`config.mk`:
```
export PLATFORM = sky130hd
export DESIGN_NAME = vinc_writeback
export DESIGN_NICKNAME = d
export VERILOG_FILES = /design/src/rtl/vinc_pkg.sv /design/src/rtl/vinc_wbfifo.sv /design/src/rtl/vinc_writeback.sv
export SDC_FILE = /design/constraint.sdc
export NUM_CORES = 1
export LEC_CHECK = 0
export ABC_AREA = 1
export CAP_MARGIN = 15
export CORE_MARGIN = 1.5
export CORE_UTILIZATION = 49
export DETAILED_ROUTE_END_ITERATION = 10
export HOLD_SLACK_MARGIN = 0.15
export PLACE_DENSITY = 0.88
export SETUP_SLACK_MARGIN = 0.05
export SLEW_MARGIN = 15
export SYNTH_ARGS = -nofsm -noshare
export SYNTH_HDL_FRONTEND = slang
export SYNTH_HIERARCHICAL = 1
export SYNTH_SLANG_ARGS = --single-unit
export TNS_END_PERCENT = 20
```
`constraint.sdc`:
```
create_clock -name clk -period 3.1 [get_ports clk]
set_input_delay 0.62 -clock clk [delete_from_list [all_inputs] [get_ports clk]]
set_output_delay 0.62 -clock clk [all_outputs]
set_load 0.05 [all_outputs]
```
`src/rtl/vinc_pkg.sv`:
```
// Shared types for the vector inc register file write-back path.
package vinc_pkg;

    localparam int unsigned DefWidth       = 32;
    localparam int unsigned DefLog2NumRegs = 3;

    typedef enum logic [1:0] {
        StIdle = 2'd0,
        StInit = 2'd1,
        StRun  = 2'd2
    } wb_state_e;

    typedef struct packed {
        logic [DefLog2NumRegs-1:0] regnum;
        logic [DefWidth-1:0]       data;
    } wb_entry_t;

endpackage

```
`src/rtl/vinc_wbfifo.sv`:
```
// Write-buffer FIFO for inc register writes; exposes per-slot valid and target
// register so the parent can build the pending mask.
module vinc_wbfifo #(
    parameter int unsigned Width = 32,
    parameter int unsigned RegW  = 3,
    parameter int unsigned Depth = 4,
    parameter int unsigned AddrW = 2
) (
    input  logic                  clk,
    input  logic                  reset,
    input  logic                  push,
    input  logic [RegW-1:0]       push_reg,
    input  logic [Width-1:0]      push_data,
    input  logic                  pop,
    output logic                  full,
    output logic                  empty,
    output logic [RegW-1:0]       head_reg,
    output logic [Width-1:0]      head_data,
    output logic [Depth-1:0]      entry_valid,
    output logic [Depth*RegW-1:0] entry_regs
);

    logic [AddrW-1:0] rd_ptr_q, rd_ptr_d;
    logic [AddrW-1:0] wr_ptr_q, wr_ptr_d;
    logic [AddrW:0]   count_q, count_d;
    logic [RegW-1:0]  reg_q  [Depth];
    logic [Width-1:0] data_q [Depth];

    logic do_push;
    logic do_pop;

    assign full  = (count_q == (AddrW+1)'(Depth));
    assign empty = (count_q == '0);

    // Occupancy is sampled at the start of the cycle; a same-cycle pop never frees a slot.
    assign do_push = push && !full;
    assign do_pop  = pop && !empty;

    assign head_reg  = reg_q[rd_ptr_q];
    assign head_data = data_q[rd_ptr_q];

    always_comb begin
        rd_ptr_d = rd_ptr_q;
        wr_ptr_d = wr_ptr_q;
        count_d  = count_q;
        if (do_push) begin
            wr_ptr_d = wr_ptr_q + AddrW'(1);
        end
        if (do_pop) begin
            rd_ptr_d = rd_ptr_q + AddrW'(1);
        end
        if (do_push && !do_pop) begin
            count_d = count_q + (AddrW+1)'(1);
        end else if (do_pop && !do_push) begin
            count_d = count_q - (AddrW+1)'(1);
        end
    end

    always_ff @(posedge clk or posedge reset) begin
        if (reset) begin
            rd_ptr_q <= '0;
            wr_ptr_q <= '0;
            count_q  <= '0;
        end else begin
            rd_ptr_q <= rd_ptr_d;
            wr_ptr_q <= wr_ptr_d;
            count_q  <= count_d;
        end
    end

    // Storage needs no reset; validity comes from the pointers and count.
    always_ff @(posedge clk) begin
        if (do_push) begin
            reg_q[wr_ptr_q]  <= push_reg;
            data_q[wr_ptr_q] <= push_data;
        end
    end

    always_comb begin
        logic [AddrW-1:0] off;
        entry_valid = '0;
        entry_regs  = '0;
        for (int k = 0; k < Depth; k++) begin
            off            = AddrW'(k) - rd_ptr_q;
            entry_valid[k] = ({1'b0, off} < count_q);
            entry_regs[k*RegW +: RegW] = reg_q[k];
        end
    end

endmodule

```
`src/rtl/vinc_writeback.sv`:
```
// Write-side controller for the vector inc register file: post-reset clear sweep,
// scalar/memory-unit arbitration, buffered single-port write-back and pending mask.
module vinc_writeback
    import vinc_pkg::*;
#(
    parameter int unsigned WIDTH         = 32,
    parameter int unsigned NUMREGS       = 8,
    parameter int unsigned LOG2NUMREGS   = 3,
    parameter int unsigned FIFODEPTH     = 4,
    parameter int unsigned LOG2FIFODEPTH = 2
) (
    input  logic                   clk,
    input  logic                   reset,
    input  logic                   s_valid,
    input  logic [LOG2NUMREGS-1:0] s_reg,
    input  logic [WIDTH-1:0]       s_data,
    output logic                   s_ready,
    input  logic                   m_valid,
    input  logic [LOG2NUMREGS-1:0] m_reg,
    input  logic [WIDTH-1:0]       m_data,
    output logic                   m_ready,
    output logic [LOG2NUMREGS-1:0] c_reg,
    output logic [WIDTH-1:0]       c_writedatain,
    output logic                   c_we,
    output logic [NUMREGS-1:0]     pending,
    output logic                   init_done
);

    wb_state_e state_q, state_d;
    logic [LOG2NUMREGS-1:0] sweep_q, sweep_d;

    logic                             fifo_push;
    logic [LOG2NUMREGS-1:0]           fifo_push_reg;
    logic [WIDTH-1:0]                 fifo_push_data;
    logic                             fifo_pop;
    logic                             fifo_full;
    logic                             fifo_empty;
    logic [LOG2NUMREGS-1:0]           head_reg;
    logic [WIDTH-1:0]                 head_data;
    logic [FIFODEPTH-1:0]             entry_valid;
    logic [FIFODEPTH*LOG2NUMREGS-1:0] entry_regs;

    logic sweep_last;
    assign sweep_last = (sweep_q == LOG2NUMREGS'(NUMREGS - 1));

    always_comb begin
        state_d        = state_q;
        sweep_d        = sweep_q;
        s_ready        = 1'b0;
        m_ready        = 1'b0;
        c_we           = 1'b0;
        c_reg          = '0;
        c_writedatain  = '0;
        fifo_push      = 1'b0;
        fifo_push_reg  = s_reg;
        fifo_push_data = s_data;
        fifo_pop       = 1'b0;
        init_done      = 1'b0;
        unique case (state_q)
            StIdle: begin
                state_d = StInit;
            end
            StInit: begin
                c_we  = 1'b1;
                c_reg = sweep_q;
                if (sweep_last) begin
                    state_d = StRun;
                end else begin
                    sweep_d = sweep_q + LOG2NUMREGS'(1);
                end
            end
            StRun: begin
                init_done = 1'b1;
                // Scalar path has fixed priority over the memory unit.
                s_ready   = !fifo_full;
                m_ready   = !fifo_full && !s_valid;
                if (s_valid && s_ready) begin
                    fifo_push = (s_reg != '0);
                end else if (m_valid && m_ready) begin
                    fifo_push      = (m_reg != '0);
                    fifo_push_reg  = m_reg;
                    fifo_push_data = m_data;
                end
                if (!fifo_empty) begin
                    c_we          = 1'b1;
                    c_reg         = head_reg;
                    c_writedatain = head_data;
                    fifo_pop      = 1'b1;
                end
            end
            default: begin
                state_d = StIdle;
            end
        endcase
    end

    always_ff @(posedge clk or posedge reset) begin
        if (reset) begin
            state_q <= StIdle;
            sweep_q <= LOG2NUMREGS'(1);
        end else begin
            state_q <= state_d;
            sweep_q <= sweep_d;
        end
    end

    vinc_wbfifo #(
        .Width (WIDTH),
        .RegW  (LOG2NUMREGS),
        .Depth (FIFODEPTH),
        .AddrW (LOG2FIFODEPTH)
    ) u_wbfifo (
        .clk         (clk),
        .reset       (reset),
        .push        (fifo_push),
        .push_reg    (fifo_push_reg),
        .push_data   (fifo_push_data),
        .pop         (fifo_pop),
        .full        (fifo_full),
        .empty       (fifo_empty),
        .head_reg    (head_reg),
        .head_data   (head_data),
        .entry_valid (entry_valid),
        .entry_regs  (entry_regs)
    );

    // Register 0 is never enqueued, so pending[0] stays clear.
    always_comb begin
        pending = '0;
        for (int i = 1; i < NUMREGS; i++) begin
            for (int k = 0; k < FIFODEPTH; k++) begin
                if (entry_valid[k] &&
                    entry_regs[k*LOG2NUMREGS +: LOG2NUMREGS] == LOG2NUMREGS'(i)) begin
                    pending[i] = 1'b1;
                end
            end
        end
    end

endmodule

```
==> run summary <==
Status
- completed — status

Pwr
- 0.583 — part of the power in combinational logic
- 4.06 nW — static power due to leakage
- 1240 nW/µm² — power per cell area
- 0.000644 V — worst vdd ir
- 5.39 mW — switching component of the power
- 0.249 — share of total power in sequential cells
- 6.86 mW — internal power
- 0.440 — Net Sw Frac
- 0.168 — clock network fraction of total power

Route
- 0 — number of DRC violations after detailed routing
- 694 — DRC marker count from the first detailed-route iteration
- 19.8 mm — final routed wirelength across all metal layers
- 6115 — vias
- 0 — Post-DRT Antenna Nets
- 18.3 µm — routed len/inst
- 8 — count of TritonRoute iterations in the first routing pass
- 5.68 — average via count per standard cell

Cells and area
- 974 — number of fillers in the final layout
- 0.132 — ratio of cells with drive above 1 in the final layout
- 0 — # diodes
- 0.673 — utilization of the core after routing
- 970 — Net count, final
- 33.5% — P&R area growth vs syn

Synth
- 9.76 µm² — synthesized area per cell
- 0.273 — Synth Area in Simple Gates
- 0 — mux contribution to synthesized area
- 756 — cell count after synthesis
- 0.00237 — xor and xnor fraction of the mapped netlist area
- 0.610 — proportion of synthesized chip area in sequential cells
- 7380 µm² — cell area after synthesis
- 6 — number of synthesis warnings
- nand2_1, nand3_1, edfxtp_1 — commonest cells in the netlist
- 152 — flip-flop and latch count after synthesis
- 0.0281 — arithmetic-cell share of the synthesized area counting full adders, half adders and majority gates
- 0.00746 — Compound-Gate Fraction of Synth Area
- 140 — number of enable flip-flop cells after synthesis
- simple AND/OR/NAND/NOR gates — combinational family with the most area after synthesis
- 25 — Unique masters post-synth
- nand2_1 — cell with the most instances after synthesis
- 846 — Mapped Nets
- edfxtp_1, nand3_1, nand2_1 — cells taking the most area after synthesis
- 0.570 — proportion of netlist area held by the largest area contributor
- edfxtp_1 — top cell type by total area after synthesis
- edfxtp_1 — top_reg_cell synth
- 0.0789 — async set-or-reset flop fraction in the synthesized netlist

Global routing
- 44 — maximum number of pins on one net before global-route repair
- 0.284 — GR met1 Demand/Resource
- 6139 — number of global-route vias before repair
- 0.0501 — met3 track utilization from global routing
- 0 — initial antenna violation count
- met2 — Top Usage Layer GRT
- 30.5 mm — first-pass GRT wire length
- 0 — global-route congestion overflow total
- 0.251 — Tot GR Track Use
- 0.440 — GRT met2 Usage

Placement
- 12.0 mm — DPL Wire Length
- 0.842 — placer's final routability congestion estimate
- 119 — quantity of I/O buffers inserted on ports

Critical path
- 0.60 ns — worst-case register-to-register setup slack
- reg2out — type of the worst setup path
- 17 — Critical Path Fanout Max
- 2.48 ns — Critical Path RT
- 15 — length in cells of the worst reg-to-reg path
- c_writedatain[20] — crit path capture
- u_wbfifo/count_q[1]$_DFFE_PP0P_ — launching point of the worst reg2reg path
- register — startpoint kind of the worst setup timing path
- 2.37 ns — arrival time reported for the critical path endpoint
- output pin — Crit. End Element
- u_wbfifo/count_q[1]$_DFFE_PP0P_ — endpoint of the worst register-to-register path
- u_wbfifo/count_q[0]$_DFFE_PP0P_ — first element of the critical path

Timing
- yes — unrepaired setup endpoints after global routing
- 0.334 GHz — Fmax
- 0.965 — share of the cycle needed by the critical path after routing
- 0 — Final Setup Violations
- 0 — Final Max Tran Viols
- 0.0161 ns — Worst Clk Skew
- 0 ns — setup tns final
- 0 — number of hold-slack violations in the final timing report
- 0.665 — relative slew slack
- 0.502 ns — Slew @ Worst Pin
- 2.99 ns — Tmin final

Clock network
- 17 — number of CTS-inserted buffers
- yes — TritonCTS clock tree
- 0.42 ns — clock latency on the worst-skew pair
- 0 — CTS Hold Buffers Added
- 2 — Clock Tree Buf Depth
- clkbuf_16 — buffer cell driving the clock tree root
- 0.06 ns — clock transition at the register clock pins on the worst setup and hold paths after CTS
- 152 — total clock sinks
- 4 — number of levels the H-tree was split into

Min path
- in2async — worst hold path type

Floorplan
- 14600 µm² — area of the core
- 126 µm — DIE HEIGHT
- 15800 µm² — Total Die Area
- 126 µm — width of the chip
- 44 — Placement Rows
- 121 — I/O pin total
- 0.504 — starting utilization of the core area

Flow run
- 0 — maxcap violations

[critical path, stage by stage, from the launching register on]
cell,delay (ns)
dfrtp_1,0.48
inv_1,0.09
nand3_1,0.16
inv_1,0.10
nor2_4,0.21
inv_2,0.24
buf_12,0.24
nor2_1,0.25
buf_12,0.18
[flip-flops by register name (all words and copies together), names as in the netlist]
name and count:
state_q 2, sweep_q 3, u_wbfifo/data_q 128, u_wbfifo/reg_q 12, u_wbfifo/rd_ptr_q 2, u_wbfifo/wr_ptr_q 2
u_wbfifo/count_q 3
[worst min path at each step]
stage | start | to | slack, ns | depth (start not counted)
3_3_place_gp | sweep_q[0]$_DFFE_PP1P_ | sweep_q[0]$_DFFE_PP1P_ | 0.49 | 1
2_1_floorplan | reset | state_q[0]$_DFFE_PP0P_ | 0.40 | 1
3_5_place_dp | sweep_q[0]$_DFFE_PP1P_ | sweep_q[0]$_DFFE_PP1P_ | 0.50 | 1
4_1_cts | reset | sweep_q[2]$_DFFE_PP0P_ | 0.45 | 2
6_report | reset | sweep_q[2]$_DFFE_PP0P_ | 0.44 | 2
5_1_grt | reset | sweep_q[2]$_DFFE_PP0P_ | 0.44 | 2
[cell type report]
class,instances,area [µm²],area share
inverters,81,304,0.0309
clock buffers,20,437,0.0443
repair buffers,145,1880,0.191
multi-input cells,483,2340,0.238
well taps,184,230,0.0234
flip-flops and latches,152,4510,0.458
clock inverters,12,150,0.0152
[power groups by stage]
stage	Combinational [mW]	Clock, mW	Sequential, mW
after floorplan	3.94	0	3.01
after global placement	6.85	0	3.03
final	7.14	2.06	3.05
after CTS	7.05	2.07	3.04
after global routing	7.51	2.15	3.08
after detailed placement	6.96	0	3.06
[per-layer routing]
metal,vias to the layer above,wire length (µm)
li1,2804,-
met1,2851,7110
met2,393,10100
met3,67,1680
met4,0,826
met5,-,0
[what timing repair did]
item	CTS	global route
setup buffers	0	4
resized for setup	0	5
setup endpoints to repair	0	12
[through the flow]
stage | instance area (µm²) | instances | hold slack (ns) | total power [mW] | setup WS, ns
6_report | 9850 | 1077 | 0.444 | 12.2 | 0.108
5_1_grt | 9850 | 1077 | 0.445 | 12.7 | 0.00276
4_1_cts | 9810 | 1073 | 0.447 | 12.2 | 0.0631
3_5_place_dp | 9220 | 1041 | 0.496 | 10.0 | 0.446
3_3_place_gp | 9220 | 1041 | 0.493 | 9.89 | 0.560
2_1_floorplan | 7390 | 756 | 0.398 | 6.95 | -0.193
[placed cells by master, fill, tap and decap left out]
cell             count
clkbuf_16           17
fa_1                 1
dlymetal6s2s_1       1
nand4_1             36
clkdlybuf4s50_1     75
nor2_1              78
xnor2_1              2
o21ai_1              3
edfxtp_1           140
buf_4               21
nand2_2              4
nor2_2               1
clkbuf_1             3
inv_1               75
a21oi_1              4
inv_6                2
inv_2                6
clkinv_1             1
buf_12              48
a21boi_1             2
o21ai_0              1
clkinv_2             3
nand2_1            174
clkinv_4             1
conb_1               1
ha_1                15
nand3_2              1
bufinv_16            3
dfrtp_2              1
nand3_1            153
clkinvlp_4           2
dfstp_2              1
nor2_4               7
dfrtp_1             10
[logic make-up after synthesis]
kind of cell             count (synthesis)
XOR/XNOR                                 2
adder cells (fa/ha/maj)                 16
buffers and inverters                  121
AO/OA/AOI/OAI                           10
AND/OR/NAND/NOR                        454
flip-flops                             152
other                                    1
No activity file was read; power rests on OpenSTA's default activity.
